===== config.mk =====
export PLATFORM = sky130hd
export DESIGN_NAME = color_matrix_stage
export DESIGN_NICKNAME = d
export VERILOG_FILES = /design/src/rtl/color_matrix_stage_pkg.sv /design/src/rtl/color_matrix_stage_dot.sv /design/src/rtl/color_matrix_stage_round_clamp.sv /design/src/rtl/color_matrix_stage.sv
export SDC_FILE = /design/constraint.sdc
export NUM_CORES = 2
export LEC_CHECK = 0
export ABC_CLOCK_PERIOD_IN_PS = 16000
export CAP_MARGIN = 20
export CORE_ASPECT_RATIO = 1.4
export CORE_UTILIZATION = 25
export DETAILED_ROUTE_END_ITERATION = 6
export SLEW_MARGIN = 20
export SYNTH_ARGS = -nofsm -noshare
export SYNTH_HDL_FRONTEND = slang
export SYNTH_SLANG_ARGS = --single-unit

===== constraint.sdc =====
create_clock -name clk -period 16 [get_ports clk]
set_input_delay 3.2 -clock clk [delete_from_list [all_inputs] [get_ports clk]]
set_output_delay 3.2 -clock clk [all_outputs]
set_load 0.05 [all_outputs]

===== src/rtl/color_matrix_stage_pkg.sv =====
// Shared constants and helpers for the colour-correction matrix stage.
// Also provides the COEFF(i,j) slice macro for the packed row-major coefficient bus.
`ifndef COEFF
`define COEFF(i, j) ((((i) * 3) + (j)) * COEFF_WIDTH) +: COEFF_WIDTH
`endif

package color_matrix_stage_pkg;

  localparam int unsigned CCM_DATA_WIDTH  = 8;
  localparam int unsigned CCM_COEFF_WIDTH = 9;
  localparam int unsigned CCM_FRAC_BITS   = 6;
  localparam int unsigned CCM_TAPS        = 3;
  // Headroom bits on the dot-product sum so three full-scale products never wrap
  localparam int unsigned CCM_SUM_GUARD   = 2;

  function automatic int unsigned identity_coeff(input int unsigned row,
                                                 input int unsigned col,
                                                 input int unsigned frac);
    return (row == col) ? (32'd1 << frac) : 32'd0;
  endfunction

endpackage


===== src/rtl/color_matrix_stage_dot.sv =====
// Three-tap dot product: unsigned pixel channels times signed coefficients.
module dot_product3 #(
  parameter int unsigned A_WIDTH = 8,
  parameter int unsigned B_WIDTH = 9,
  parameter int unsigned S_WIDTH = 19
) (
  input  logic [3*A_WIDTH-1:0]        a,
  input  logic [3*B_WIDTH-1:0]        b,
  output logic signed [S_WIDTH-1:0]   sum
);

  logic signed [S_WIDTH-1:0] ax;
  logic signed [S_WIDTH-1:0] bx;

  always_comb begin
    sum = '0;
    ax  = '0;
    bx  = '0;
    for (int k = 0; k < 3; k++) begin
      ax  = S_WIDTH'($signed({1'b0, a[k*A_WIDTH +: A_WIDTH]}));
      bx  = S_WIDTH'($signed(b[k*B_WIDTH +: B_WIDTH]));
      sum = sum + ax * bx;
    end
  end

endmodule


===== src/rtl/color_matrix_stage_round_clamp.sv =====
// Round-half-up, arithmetic shift and clamp of a signed sum to pixel width.
module ccm_round_clamp #(
  parameter int unsigned DATA_WIDTH = 8,
  parameter int unsigned SUM_WIDTH  = 19,
  parameter int unsigned FRAC_BITS  = 6
) (
  input  logic signed [SUM_WIDTH-1:0] sum,
  output logic [DATA_WIDTH-1:0]       pix,
  output logic                        clip
);

  localparam int unsigned TW = SUM_WIDTH + 1;
  localparam logic [TW-1:0] RND = TW'(1) << (FRAC_BITS - 1);

  logic signed [TW-1:0] t;
  logic signed [TW-1:0] v;

  always_comb begin
    t    = $signed({sum[SUM_WIDTH-1], sum} + RND);
    v    = t >>> FRAC_BITS;
    pix  = '0;
    clip = 1'b0;
    if (v[TW-1]) begin
      clip = 1'b1;
    end else if (|v[TW-2:DATA_WIDTH]) begin
      pix  = '1;
      clip = 1'b1;
    end else begin
      pix = v[DATA_WIDTH-1:0];
    end
  end

endmodule


===== src/rtl/color_matrix_stage.sv =====
// Pipelined 3x3 colour-correction matrix with frame-shadowed coefficients, latency 3.
// Optional CCM_SAT_COUNT_EN adds a per-frame count of clamped output pixels.
module color_matrix_stage
  import color_matrix_stage_pkg::*;
#(
  parameter int unsigned DATA_WIDTH  = CCM_DATA_WIDTH,
  parameter int unsigned COEFF_WIDTH = CCM_COEFF_WIDTH,
  parameter int unsigned FRAC_BITS   = CCM_FRAC_BITS
) (
  input  logic                       clk,
  input  logic                       reset,
  input  logic                       enable,
  input  logic [9*COEFF_WIDTH-1:0]   coeff,
  input  logic                       dvi,
  input  logic                       fv_in,
  input  logic                       lv_in,
  input  logic [DATA_WIDTH-1:0]      r_in,
  input  logic [DATA_WIDTH-1:0]      g_in,
  input  logic [DATA_WIDTH-1:0]      b_in,
  output logic                       dvo,
  output logic                       fv_out,
  output logic                       lv_out,
  output logic [DATA_WIDTH-1:0]      r_out,
  output logic [DATA_WIDTH-1:0]      g_out,
  output logic [DATA_WIDTH-1:0]      b_out
`ifdef CCM_SAT_COUNT_EN
  ,
  output logic [31:0]                sat_count,
  output logic                       sat_count_valid
`endif
);

  localparam int unsigned SUM_WIDTH = DATA_WIDTH + COEFF_WIDTH + CCM_SUM_GUARD;
  localparam int unsigned ROW_WIDTH = CCM_TAPS * COEFF_WIDTH;
  localparam int unsigned PIX_WIDTH = CCM_TAPS * DATA_WIDTH;

  logic [9*COEFF_WIDTH-1:0]  shadow_coeff;
  logic                      shadow_en;
  logic                      v1, fv1, lv1;
  logic [PIX_WIDTH-1:0]      pix1;
  logic                      v2, fv2, lv2, en2;
  logic [PIX_WIDTH-1:0]      pix2;
  logic signed [SUM_WIDTH-1:0] sum_c [3];
  logic signed [SUM_WIDTH-1:0] sum2  [3];
  logic [DATA_WIDTH-1:0]     rc_pix [3];
  logic [2:0]                rc_clip;

  // Coefficients only follow the ports between frames, so a frame never tears
  always_ff @(posedge clk) begin
    if (reset) begin
      for (int unsigned i = 0; i < 3; i++) begin
        for (int unsigned j = 0; j < 3; j++) begin
          shadow_coeff[`COEFF(i, j)] <= COEFF_WIDTH'(identity_coeff(i, j, FRAC_BITS));
        end
      end
      shadow_en <= 1'b0;
    end else if (!fv_in) begin
      shadow_coeff <= coeff;
      shadow_en    <= enable;
    end
  end

  always_ff @(posedge clk) begin
    if (reset) begin
      v1   <= 1'b0;
      fv1  <= 1'b0;
      lv1  <= 1'b0;
      pix1 <= '0;
    end else begin
      v1   <= dvi;
      fv1  <= fv_in;
      lv1  <= lv_in;
      pix1 <= {b_in, g_in, r_in};
    end
  end

  for (genvar i = 0; i < 3; i++) begin : g_ch
    dot_product3 #(
      .A_WIDTH (DATA_WIDTH),
      .B_WIDTH (COEFF_WIDTH),
      .S_WIDTH (SUM_WIDTH)
    ) u_dot (
      .a   (pix1),
      .b   (shadow_coeff[i*ROW_WIDTH +: ROW_WIDTH]),
      .sum (sum_c[i])
    );

    ccm_round_clamp #(
      .DATA_WIDTH (DATA_WIDTH),
      .SUM_WIDTH  (SUM_WIDTH),
      .FRAC_BITS  (FRAC_BITS)
    ) u_rc (
      .sum  (sum2[i]),
      .pix  (rc_pix[i]),
      .clip (rc_clip[i])
    );
  end

  // The enable used by S3 travels with the pixel, immune to shadow updates after frame end
  always_ff @(posedge clk) begin
    if (reset) begin
      v2   <= 1'b0;
      fv2  <= 1'b0;
      lv2  <= 1'b0;
      en2  <= 1'b0;
      pix2 <= '0;
      for (int i = 0; i < 3; i++) sum2[i] <= '0;
    end else begin
      v2   <= v1;
      fv2  <= fv1;
      lv2  <= lv1;
      en2  <= shadow_en;
      pix2 <= pix1;
      for (int i = 0; i < 3; i++) sum2[i] <= sum_c[i];
    end
  end

  always_ff @(posedge clk) begin
    if (reset) begin
      dvo    <= 1'b0;
      fv_out <= 1'b0;
      lv_out <= 1'b0;
      r_out  <= '0;
      g_out  <= '0;
      b_out  <= '0;
    end else begin
      dvo    <= v2;
      fv_out <= fv2;
      lv_out <= lv2;
      if (v2) begin
        r_out <= en2 ? rc_pix[0] : pix2[0 +: DATA_WIDTH];
        g_out <= en2 ? rc_pix[1] : pix2[DATA_WIDTH +: DATA_WIDTH];
        b_out <= en2 ? rc_pix[2] : pix2[2*DATA_WIDTH +: DATA_WIDTH];
      end
    end
  end

`ifdef CCM_SAT_COUNT_EN
  logic [31:0] sat_cnt;
  logic        frame_end_c;
  logic        sat_px_c;

  assign frame_end_c = fv_out & ~fv2;
  assign sat_px_c    = v2 & en2 & (|rc_clip);

  // A clamp landing on the frame-end cycle seeds the next frame's count
  always_ff @(posedge clk) begin
    if (reset) begin
      sat_cnt         <= '0;
      sat_count       <= '0;
      sat_count_valid <= 1'b0;
    end else begin
      sat_count_valid <= frame_end_c;
      if (frame_end_c) begin
        sat_count <= sat_cnt;
        sat_cnt   <= 32'(sat_px_c);
      end else if (sat_px_c && (sat_cnt != '1)) begin
        sat_cnt <= sat_cnt + 32'd1;
      end
    end
  end
`else
  logic unused_clip;
  assign unused_clip = |rc_clip;
`endif

endmodule


---- After elaboration in Yosys (flattened, before gate mapping) ----
Memory sizes are Yosys's and may differ from the RTL's.
Cells that the tools add are included.
operators by class
  $add $sub $neg .......................... 9
  multiply operators ...................... 9
  reductions and logical operators ........ 3
  magnitude comparators ................... 0
  shift-type cells ........................ 0
  equality and inequality tests ........... 0
  bitwise gates (word level) .............. 3
  divide/modulo/power cells ............... 0
  multiplexer cells ....................... 15
operators by type and width
  operator                                                         number
  9-bit by 9-bit multiplier with 18-bit output                     9
  19-bit adder                                                     6
  8-bit two-way mux                                                9
  19-bit by 7-bit adder with 20-bit output, second input constant  3
  19-bit two-way mux                                               3
  6-bit OR reduction                                               3
  1-bit two-way mux                                                3
  1-bit OR                                                         3
storage, ports and cells
  word-level logic and storage cells ...... 57
  RAM bits ................................ 57
  memory bits (read-only) ................. 0
  memories kept ........................... 1
  register bits after elaboration ......... 164
  bits in latches ......................... 0
  bits of input ports ..................... 111
memory list
  name  words  bits a word  read ports  clocked after Yosys merged registers in  write ports  RTL line                  RTL
  sum2  3      19           3           0                                        3            color_matrix_stage.sv:44  logic signed [SUM_WIDTH-1:0] sum2 [3];

---- Logic depth before layout (Yosys ltp) ----
An unclocked memory read counts as a cell.
  depth in word-level cells ............... 6
  depth in mapped cells ................... 31

---- By module ----
From an unflattened synthesis, not the netlist that was laid out.
unflattened totals
  cells, all modules ...................... 3238
  area, all modules ....................... 31695.4 µm²
by module, submodules not included
  module                         area each (µm²)  cells an instance  seq. area each (µm²)  instances
  dot_product3 at g_ch[0].u_dot  7912.6           842                0.0                   1
  dot_product3 at g_ch[2].u_dot  7860.0           827                0.0                   1
  dot_product3 at g_ch[1].u_dot  7852.5           829                0.0                   1
  color_matrix_stage             7248.2           614                4424.2                1
  ccm_round_clamp                274.0            42                 0.0                   3

---- Worst setup path before layout ----
No wires, ideal clock.
  path kind ............................... register to register
  start ................................... register pix1[23]
  end ..................................... memory sum2[0][18]
  period minus slack after synthesis ...... 6.703 ns
  stages on the path, launching flop included .. 30
  arrival ................................. 6.634 ns
  setup slack ............................. 9.297 ns
  cell sequence ........................... dfxtp_1 > clkbuf_1 > clkbuf_1 > nand2_1 > fa_1 > inv_1 > fa_1 > inv_1 > fa_1 > inv_1 > fa_1 > ha_1 > ha_1 > nor2b_1 > o21a_1 > o21ai_0 > a21oi_1 > a41oi_1 > nor2b_1 > xor2_1 > fa_1 > inv_1 > ha_1 > and2_1 > nand2_1 > o21ai_0 > a21oi_1 > nor4b_1 > or4_1 > o21ai_1
RTL lines
  element                 RTL line                  RTL
  from (decl)             color_matrix_stage.sv:40  logic [PIX_WIDTH-1:0] pix1;
  from (signal assigned)  color_matrix_stage.sv:73  pix1 <= {b_in, g_in, r_in};
  to (decl)               color_matrix_stage.sv:44

==> flow_summary.yaml <==
outcome:
  status: "complete, no violations"
setup_path:
  arrival_ns: 7.96
  crit_buf_inv: 3
  crit_chain: "buf_4 > nand2_1 > fa_1 > fa_1 > inv_1 > fa_1 > fa_1 > fa_1 > ha_1 > o21a_1 > o21ai_0 > a21oi_1 > a21oi_1 > xor2_1 > fa_1 > inv_1 > ha_1 > and3_1 > a221o_1 > a21oi_1 > o21ai_2 > a31oi_1 > xnor2_1 > nor2_1"
  max_stage_delay_ns: 0.68
  path_max_fanout: 18
  critPathLaunchType: "flip-flop"
  cpMostUsedCell: "fa_1"
  criticalPathCategory: "flip-flop to flip-flop"
  reg2reg_depth: 24
  cp.depth: 24
  critical_path_required_ns: 16.47
  cp_slowest_cell: "dfxtp_1"
  path_delay_family: "adder cells"
  endpoint_kind: "flip-flop"
global_route:
  grt_max_degree: 105
  grt_first_pass_wirelength_um: 140000
  antenna_found_initial: 1
  grt_pass1_vias: 26500
  track_usage_pct: 13.4
  overflow: 0
clock_network:
  post_cts_resize_count: 0
  postCtsSetupBuffers: 0
  clock_tree.buffer_depth: 3
  clk_pin_slew_ns: 0.07
  tritoncts: "done"
  ctsRootBufferMaster: "clkbuf_16"
  cts_made_buffers: 27
  h-tree-depth: 1
  clock_latency_ns: 0.62
  hold_buffers: 0
  cts.sinks: 206
timing:
  finalMaxSlewViolations: 0
  period_minus_slack_ns: 7.50
  timing.setup.tns_ns: 0
  rsz0062_at_grt: "no"
  skew_ns: 0.0250
  hold-worst-slack_ns: 0.441
  fin_crit_sh_pct: 46.8
  worst_slack_ns: 8.50
  max_slew_margin_pct: 25.7
  tightest_slew_ns: 1.11
  fmax_mhz: 133
  finalSetupViolations: 0
  hold_viol: 0
routing:
  avgViaCountPerCell: 4.45
  drt_wl_total_um: 86000
  vias: 24000
  drt_iter0_drc: 1014
  post_drt_wl_per_cell_um: 15.9
  met2_length_um: 46900
  dr.pass1.iters: 5
  dr_wl_met3_um: 3050
  drc: 0
  wl_met1_um: 32400
  top_layer_used: "met4"
  ant_nets: 0
layout:
  final_common_cell: "inv_1"
  nets: 4726
  multi_input_comb_area_mm2: 0.0258
  final_cells: 5407
  drive_gt1_share_pct: 2.73
  final.fill_count: 13800
  fin_util_pct: 28.4
  area_growth_pct: 12.9
  seqCellArea_mm2: 0.00413
  fin_area_mm2: 0.0367
  most-common-layout-cells: "553 x inv_1, 531 x ha_1, 438 x fa_1"
place:
  dp_slack_ns: 8.54
  hpwl_um: 69200
  gp_congestion: 0.864
  placed_cell_area_mm2: 0.0358
  dp_cells: 5355
  portBuffers: 137
yosys:
  netlist_area_mm2: 0.0325
  synth.yosys.seq_area_share_pct: 12.7
  async_flop_share_pct: 0
  synthDistinctLibCells: 71
  syn-num-nets: 4665
  synth_seq_cells: 206
  synth_flop_cell: "dfxtp_1"
  syn-instance-count: 3585
  synth_edf_count: 0
  avgSynthCellArea_um2: 9.08
  yosysWarnings: 0
pwr:
  p_leak_nw: 18.9
  power_mw: 2.57
  p_seq_share_pct: 25.7
  swShare_pct: 42.3
  p_comb_share_pct: 48.9
  ir_worst_vdd_mv: 0.0671
  powerDensity_mw_per_mm2: 70.1
  internal-power_mw: 1.49
  p_clk_share_pct: 25.4
  switching_power_mw: 1.09
die:
  die-width_um: 307
  io_pins: 138
  core-area_mm2: 0.129
  die-area_mm2: 0.132
  chipHeight_um: 429
  placementRows: 156
  start_util_pct: 25.2
job:
  max-cap-violations: 0
worst_hold_path:
  hold_path_depth: 1
  hold_class: "flip-flop to flip-flop"
-- state kept, by name, indices dropped and copies added (netlist names), 8 cells and up --
register      cells
shadow_coeff     81
sum2             42
pix1             24
pix2             24
b_out             8
g_out             8
r_out             8
-- synthesized netlist by cell type, drive strengths merged, types with 8 or more instances --
| master | number | area, um^2 |
|---|---|---|
| o21ai | 56 | 284 |
| nand2 | 249 | 935 |
| buf | 13 | 65.1 |
| a31oi | 26 | 163 |
| nor2b | 142 | 888 |
| o21a | 26 | 195 |
| nor2 | 203 | 762 |
| mux2i | 80 | 801 |
| o41ai | 10 | 87.6 |
| or3 | 13 | 86.3 |
| a211oi | 28 | 220 |
| clkbuf | 120 | 454 |
| a21oi | 101 | 509 |
| nand2b | 45 | 282 |
| nor3 | 42 | 210 |
| nand3 | 33 | 165 |
| dfxtp | 206 | 4120 |
| and2 | 370 | 2310 |
| o31ai | 9 | 81.3 |
| fa | 438 | 8770 |
| inv | 553 | 2080 |
| ha | 531 | 6640 |
| a21o | 27 | 203 |
| xor2 | 106 | 928 |
| o22ai | 11 | 68.8 |
| xnor2 | 59 | 517 |
| or2 | 8 | 50.1 |
| and3 | 18 | 113 |
-- per-layer routing --
metal / global-route usage [%] / vias up
met5: 0 / -
met1: 14.2 / 12000
met4: 5.71 / 0
met3: 1.31 / 134
met2: 26.5 / 365
li1: - / 11500
-- power groups by stage --
stage                     clock network [mW]  registers, mW  logic, mW
after detailed placement                   0          0.671       1.26
after global routing                   0.694          0.671       1.44
after CTS                              0.681          0.660       1.27
final                                  0.654          0.661       1.26
after global placement                     0          0.670       1.24
after floorplan                            0          0.639      0.937
-- final timing paths --
check | from | endpoint | slack (ns)
worst max-delay path | pix1[20] | sum2[0][37] | 8.50
worst min-delay path | fv2 | fv_out | 0.44
worst max register to register | pix1[20] | sum2[0][37] | 8.50
worst min register to register | fv2 | fv_out | 0.44
-- layout make-up --
| class | instances | share of cell area [%] |
|---|---|---|
| Sequential cell | 206 | 11.2 |
| Clock inverter | 15 | 0.484 |
| Multi-Input combinational cell | 2693 | 70.3 |
| Tap cell | 1738 | 5.92 |
| Inverter | 553 | 5.65 |
| Clock buffer | 34 | 2.07 |
| Antenna cell | 3 | 0.0204 |
| Timing Repair Buffer | 165 | 4.32 |
-- cells by family after synthesis --
group	Yosys count	share of synthesized area [%]
xor gates and xnor gates	165	4.44
buffers and inverters	686	7.97
DFF	206	12.7
muxes	80	2.46
adders and majority gates	969	47.4
AOI/OAI and AO/OA	335	6.78
and+or+nand+nor	1144	18.3
Power figures use the tool's default switching activity.
